==> config.mk <==
export PLATFORM = sky130hd
export DESIGN_NAME = mem_port_arbiter
export DESIGN_NICKNAME = d
export VERILOG_FILES = /design/src/rtl/mem_arb_pkg.sv /design/src/rtl/arb_starve_ctr.sv /design/src/rtl/mem_port_arbiter.sv
export SDC_FILE = /design/constraint.sdc
export NUM_CORES = 1
export LEC_CHECK = 0
export ABC_AREA = 1
export BUFFER_PORTS_ARGS = -buffer_cell sky130_fd_sc_hd__buf_2
export CELL_PAD_IN_SITES_DETAIL_PLACEMENT = 0
export CELL_PAD_IN_SITES_GLOBAL_PLACEMENT = 1
export CORE_UTILIZATION = 11
export DETAILED_ROUTE_END_ITERATION = 7
export GPL_TIMING_DRIVEN = 0
export PLACE_DENSITY_LB_ADDON = 0.08
export SLEW_MARGIN = 40
export SYNTH_ARGS = -nofsm -noshare
export SYNTH_HDL_FRONTEND = slang
export SYNTH_SLANG_ARGS = --single-unit
==> constraint.sdc <==
create_clock -name clk -period 1.6 [get_ports clk]
set_clock_uncertainty 0.15 [all_clocks]
set_input_delay 0.32 -clock clk [delete_from_list [all_inputs] [get_ports clk]]
set_output_delay 0.32 -clock clk [all_outputs]
set_load 0.005 [all_outputs]
==> src/rtl/mem_arb_pkg.sv <==
// Shared types and constants for the instruction/data memory port arbiter.
package mem_arb_pkg;

    localparam int CNT_W = 4;

    typedef enum logic [1:0] {
        RSP_NONE = 2'd0,
        RSP_IF   = 2'd1,
        RSP_D    = 2'd2
    } rsp_st_e;

    typedef enum logic [1:0] {
        OWN_NONE = 2'd0,
        OWN_IF   = 2'd1,
        OWN_D    = 2'd2
    } owner_e;

endpackage

==> src/rtl/arb_starve_ctr.sv <==
// Fetch starvation counter: counts consecutive fetch denials and requests a forced fetch grant.
module arb_starve_ctr
    import mem_arb_pkg::*;
#(
    parameter int STARVE_MAX = 4
) (
    input  logic clk,
    input  logic reset,
    input  logic if_req,
    input  logic if_gnt,
    output logic force_if
);

    localparam logic [CNT_W-1:0] MAX_C = CNT_W'(STARVE_MAX);

    logic [CNT_W-1:0] cnt_r;
    logic [CNT_W-1:0] cnt_nxt_s;

    // Next count: clear on grant or idle fetch, otherwise count up to saturation
    always_comb begin
        cnt_nxt_s = cnt_r;
        if (if_gnt || !if_req) begin
            cnt_nxt_s = {CNT_W{1'b0}};
        end else if (cnt_r == MAX_C) begin
            cnt_nxt_s = cnt_r;
        end else begin
            cnt_nxt_s = cnt_r + {{(CNT_W-1){1'b0}}, 1'b1};
        end
    end

    // Counter register
    always_ff @(posedge clk) begin
        if (reset) begin
            cnt_r <= {CNT_W{1'b0}};
        end else begin
            cnt_r <= cnt_nxt_s;
        end
    end

    assign force_if = (cnt_r == MAX_C);

endmodule

==> src/rtl/mem_port_arbiter.sv <==
// Arbitrates one synchronous-read memory between instruction fetch and load/store.
// Optional fetch anti-starvation is enabled by defining ARB_FAIR_EN.
module mem_port_arbiter
    import mem_arb_pkg::*;
#(
    parameter int ADDR_W     = 32,
    parameter int DATA_W     = 32,
    parameter int STARVE_MAX = 4
) (
    input  logic                  clk,
    input  logic                  reset,
    input  logic                  if_req,
    input  logic [ADDR_W-1:0]     if_addr,
    output logic                  if_gnt,
    output logic                  if_stall,
    output logic                  if_rvalid,
    output logic [DATA_W-1:0]     if_rdata,
    input  logic                  d_req,
    input  logic [ADDR_W-1:0]     d_addr,
    input  logic [DATA_W/8-1:0]   d_we,
    input  logic [DATA_W-1:0]     d_wdata,
    output logic                  d_gnt,
    output logic                  d_rvalid,
    output logic [DATA_W-1:0]     d_rdata,
    output logic                  m_en,
    output logic [ADDR_W-1:0]     m_addr,
    output logic [DATA_W/8-1:0]   m_we,
    output logic [DATA_W-1:0]     m_wdata,
    input  logic [DATA_W-1:0]     m_rdata
);

    localparam int BE_W = DATA_W / 8;
    localparam logic [ADDR_W-1:0] WORD_MASK = {{(ADDR_W-2){1'b1}}, 2'b00};

    if (STARVE_MAX < 1 || STARVE_MAX > 15) begin : g_bad_starve_max
        $error("STARVE_MAX must be in 1..15");
    end

    owner_e  owner_s;
    rsp_st_e rsp_st_r;
    rsp_st_e rsp_nxt_s;
    logic    force_if_s;

`ifdef ARB_FAIR_EN
    arb_starve_ctr #(
        .STARVE_MAX (STARVE_MAX)
    ) u_starve_ctr (
        .clk      (clk),
        .reset    (reset),
        .if_req   (if_req),
        .if_gnt   (if_gnt),
        .force_if (force_if_s)
    );
`else
    assign force_if_s = 1'b0;
`endif

    // Grant selection: data first unless fetch has starved long enough
    always_comb begin
        owner_s = OWN_NONE;
        if (reset) begin
            owner_s = OWN_NONE;
        end else if (d_req && !(force_if_s && if_req)) begin
            owner_s = OWN_D;
        end else if (if_req) begin
            owner_s = OWN_IF;
        end else begin
            owner_s = OWN_NONE;
        end
    end

    assign if_gnt   = (owner_s == OWN_IF);
    assign d_gnt    = (owner_s == OWN_D);
    assign if_stall = !reset && if_req && !if_gnt;

    // Memory drive from the granted owner; response routing for next cycle
    always_comb begin
        m_en      = 1'b0;
        m_addr    = {ADDR_W{1'b0}};
        m_we      = {BE_W{1'b0}};
        m_wdata   = {DATA_W{1'b0}};
        rsp_nxt_s = RSP_NONE;
        case (owner_s)
            OWN_IF: begin
                m_en      = 1'b1;
                m_addr    = if_addr & WORD_MASK;
                rsp_nxt_s = RSP_IF;
            end
            OWN_D: begin
                m_en      = 1'b1;
                m_addr    = d_addr & WORD_MASK;
                m_we      = d_we;
                m_wdata   = d_wdata;
                rsp_nxt_s = (d_we == {BE_W{1'b0}}) ? RSP_D : RSP_NONE;
            end
            default: begin
                m_en      = 1'b0;
                rsp_nxt_s = RSP_NONE;
            end
        endcase
    end

    // Response state register
    always_ff @(posedge clk) begin
        if (reset) begin
            rsp_st_r <= RSP_NONE;
        end else begin
            rsp_st_r <= rsp_nxt_s;
        end
    end

    // Read-data return; a reset in the response cycle drops the pending response
    always_comb begin
        if_rvalid = 1'b0;
        d_rvalid  = 1'b0;
        if_rdata  = {DATA_W{1'b0}};
        d_rdata   = {DATA_W{1'b0}};
        case (rsp_st_r)
            RSP_IF: begin
                if (!reset) begin
                    if_rvalid = 1'b1;
                    if_rdata  = m_rdata;
                end else begin
                    if_rvalid = 1'b0;
                end
            end
            RSP_D: begin
                if (!reset) begin
                    d_rvalid = 1'b1;
                    d_rdata  = m_rdata;
                end else begin
                    d_rvalid = 1'b0;
                end
            end
            default: begin
                if_rvalid = 1'b0;
                d_rvalid  = 1'b0;
            end
        endcase
    end

endmodule

Word level (Yosys, flattened, before mapping):

Index checks and enable logic that the tools add are counted.

* equality and inequality tests: 4
* mux-type cells: 15
* reduce and logical (&&, ||, !) cells: 6

Operator list (count)
* 32-bit two-way mux: 4
* 32-bit case mux with 2 select lines: 1
* 2-bit two-way mux: 3
* 1-bit two-way mux: 5
* 2-bit by 1-bit == test with 1-bit output, second input constant: 2
* 2-bit == test, second input constant: 2
* 4-bit logical NOT: 1
* 4-bit two-way mux: 1
* 2-bit case mux with 2 select lines: 1
* 1-bit logical AND: 2
* 1-bit logical NOT: 2
* 2-bit OR reduction: 1

* bits in registers: 2
* output and inout port bits: 138
* word-level logic and storage cells: 26

Longest topological paths before layout:

* word-level depth: 6
* gate-level depth with buffers: 9
* mapped depth without buffers: 8

Worst setup path after synthesis:

Ideal clock, no wire load.

* path type: input -> output
* start: input reset
* end: output m_addr[10]
* arrival: 1.282 ns
* path slack: -0.152 ns
* stages: 5
* cell sequence: nor3_1 -> ha_1 -> buf_2 -> nand2_1 -> a21oi_1

* cells in the longest elaborated chain, start to end: 3

RTL lines
* from (decl): line mem_port_arbiter.sv:11 `input logic reset,`
* 2-bit two-way mux: line mem_port_arbiter.sv:61 `if (reset) begin`
* 2-bit by 1-bit == test with 1-bit output
* net if_gnt: line mem_port_arbiter.sv:14 `output logic if_gnt,`
* 32-bit case mux with 2 select lines: line mem_port_arbiter.sv:83 `case (owner_s)`
* to (decl): line mem_port_arbiter.sv:26 `output logic [ADDR_W-1:0] m_addr,`

The timed path passes the listed nets, and every way through them passes these cells.

Worst setup path after layout:

* start: input d_req
* end: output m_addr[13]

* cells in the longest elaborated chain, start to end: 4

RTL lines
* from (decl): line mem_port_arbiter.sv:18 `input logic d_req,`
* 2-bit two-way mux (*): line mem_port_arbiter.sv:63 `end else if (d_req && !(force_if_s && if_req)) begin`
* 2-bit two-way mux (*): line mem_port_arbiter.sv:61
* 2-bit == test or 2-bit by 1-bit == test with 1-bit output (tied branches): line mem_port_arbiter.sv:83
* 32-bit case mux with 2 select lines (*): line mem_port_arbiter.sv:83

Mark *: on every way between the ends. The rest lies on a longest branch, timed or not.

==> flow_summary.json <==
{
  "syn_inst": 310,
  "clock_sinks": 2,
  "cp.required_ns": 1.13,
  "syn-cell-area_um2": 1390,
  "ctsHoldBuffers": 0,
  "synth.avg_cell_area_um2": 4.48,
  "cts_tree": "built",
  "clock.fmax_ghz": 0.520,
  "biggestRegsByFlops": "rsp_st_r x2",
  "leakage_uw": 0.00252,
  "utilization": 0.322,
  "diodes": 0,
  "num_rows": 40,
  "pin_count": 274,
  "synth_top_area_cell": "nand2_1",
  "rsz0062_at_grt": "true",
  "violations": "setup timing",
  "dr.pass1.iters": 4,
  "min_period_ns": 1.92,
  "fillers": 1383,
  "grt_util_met3": 0.0191,
  "cts_root_buffer": "clkbuf_16",
  "finalWirelength_um": 8020,
  "top_register": "rsp_st_r",
  "peakVddDrop_v": 0.000194,
  "layout.nets": 745,
  "gr-max-usage-layer": "met2",
  "initial_core_util": 0.114,
  "core-area_um2": 12200,
  "cp.arrival_ns": 1.45,
  "synthTopCellsByArea": "nand2_1 (27%), inv_1 (21%), nor2_1 (16%)",
  "areaGrowthSynthToFinish_pct": 182,
  "hold_viol": 0,
  "min_from": "reset",
  "synth_seq_cells": 2,
  "critPathKind": "in2out",
  "drtIter0Drc": 25,
  "fin_ws_ns": -0.321,
  "clock_path_buffers": 2,
  "critical_path_peak_fanout": 6,
  "grt.overflow.total": 0,
  "crit_path_start_kind": "input port",
  "drc": 0,
  "clk_pin_slew_ns": 0.03,
  "async_reset_ff_frac": 0,
  "setup_violations": 135,
  "whs_path_depth": 2,
  "grt_pass1_vias": 2327,
  "die_width_um": 114,
  "ys_dominant_reg_cell": "dfxtp_1",
  "grt_max_degree": 11,
  "slew_violations": 0,
  "yosys_warnings": 0,
  "drive_gt1_frac": 0.683,
  "yosysUniqueCellTypes": 15,
  "cp-end-kind": "output pin",
  "groute.layer.met2.usage": 0.230,
  "min_path_type": "in2reg",
  "vias": 2831,
  "avgRoutedWirePerCell_um": 10.4,
  "largest_register_ffs": 2,
  "status": "finished, violations left",
  "gp_congestion": 0.665,
  "track_usage": 0.104,
  "fin_crit_sh": 1.20,
  "dp_hpwl_um": 6170,
  "die_h_um": 114,
  "synth_top_cell_area_share": 0.268,
  "io_buffers": 267,
  "h-tree-depth": 1,
  "yosysSeqAreaShare": 0.0288,
  "power_density_nw_per_um2": 263,
  "ant_nets": 0,
  "dp_worst_setup_slack_ns": -0.464,
  "antenna_found_initial": 0,
  "synthTopCellsByCount": "nand2_1 (99), inv_1 (78), nor2_1 (59), a21oi_1 (30), buf_2 (13)",
  "synth_edf_count": 0,
  "synth_most_common_cell": "nand2_1",
  "die_area_um2": 13100,
  "cts_inserted_buffers": 3,
  "post_drt_via_cell_ratio": 3.67,
  "maxCapViolCount": 0,
  "holdPathEnd": "rsp_st_r[0]$_SDFF_PP0_",
  "grt_pass1_wl_um": 10800,
  "met1_usage": 0.0920
}
## per-layer routing
layer / part of all wire / wire (um)
met2: 0.59 / 4720
met3: 0.078 / 622
met1: 0.33 / 2630
met4: 0.0069 / 55
met5: 0 / 0
## layout make-up
cell class / count / area, um2 / share of cell area
Timing Repair Buffer: 290 / 1710 / 0.436
Multi-Input combinational cell: 209 / 1320 / 0.338
Tap cell: 168 / 210 / 0.0537
Clock buffer: 3 / 75.1 / 0.0192
Buffer: 20 / 254 / 0.0649
Sequential cell: 2 / 42.5 / 0.0109
Inverter: 79 / 304 / 0.0777
## report_power, final
| group | switching [uW] | leakage [uW] | internal, uW |
|---|---|---|---|
| combinational | 288 | 0.00247 | 317 |
| sequential | 0.910 | 0.0000172 | 51.1 |
| clock | 56.0 | 0.0000370 | 318 |
| total | 345 | 0.00252 | 686 |
## cell families (layout without fill, tap and decap cells)
group / Yosys count / count (layout) / synth area share
AOI/OAI and AO/OA: 30 / 30 / 0.108
buffers and inverters: 100 / 392 / 0.320
and+or+nand+nor: 173 / 173 / 0.505
adders and majority gates: 4 / 4 / 0.0360
other: 1 / 2 / 0.00270
DFF: 2 / 2 / 0.0288
## critical path: stages
cell	delay (ns)
buf_8	0.10
nor3_4	0.22
inv_2	0.08
buf_6	0.12
ha_4	0.20
clkbuf_16	0.17
nand2_4	0.06
a21oi_2	0.04
buf_2	0.12
## how the worst max path moves through the flow
stage | start | slack, ns | depth (start not counted) | to
CTS | d_req | -0.29 | 10 | m_wdata[1]
global route | d_req | -0.39 | 8 | m_addr[25]
detailed placement | reset | -0.46 | 9 | m_addr[16]
floorplan | reset | -0.02 | 7 | m_wdata[10]
global placement | reset | -0.43 | 9 | m_addr[11]
finish | d_req | -0.32 | 9 | m_addr[13]
## layout by cell type (no fill, tap or decap), types with 2 or more instances in the layout
master,Yosys,final
nand2_2,0,21
buf_16,0,2
inv_1,78,70
buf_12,0,3
buf_8,0,8
a21oi_1,30,19
a21oi_2,0,11
nor2_4,0,30
nand2_1,99,75
nor2_2,11,17
ha_4,0,3
nand2_4,1,3
buf_2,13,259
buf_6,6,29
nor2_1,59,23
inv_2,1,7
dfxtp_2,0,2
conb_1,1,2
clkbuf_16,0,5
buf_4,2,7
## per-stage QoR
stage,TNS [ns],instance area [um2],total power [uW],cells,hold WS [ns]
floorplan,-1.10,1430,237,311,0.241
global placement,-26.14,2980,501,746,0.435
detailed placement,-26.80,2980,501,746,0.437
CTS,-23.91,3420,951,764,0.149
global route,-31.96,3920,1110,771,0.135
finish,-23.19,3920,1030,771,0.128
## repair_timing
item / in CTS / in global routing
endpoints found under the hold margin: 0 / 0
cloned: 6 / 4
setup buffers: 9 / 4
pin swaps: 6 / 7
gates resized for setup: 67 / 119
setup endpoints to repair: 110 / 135
Note: power is estimated with default switching activity, not from simulation.
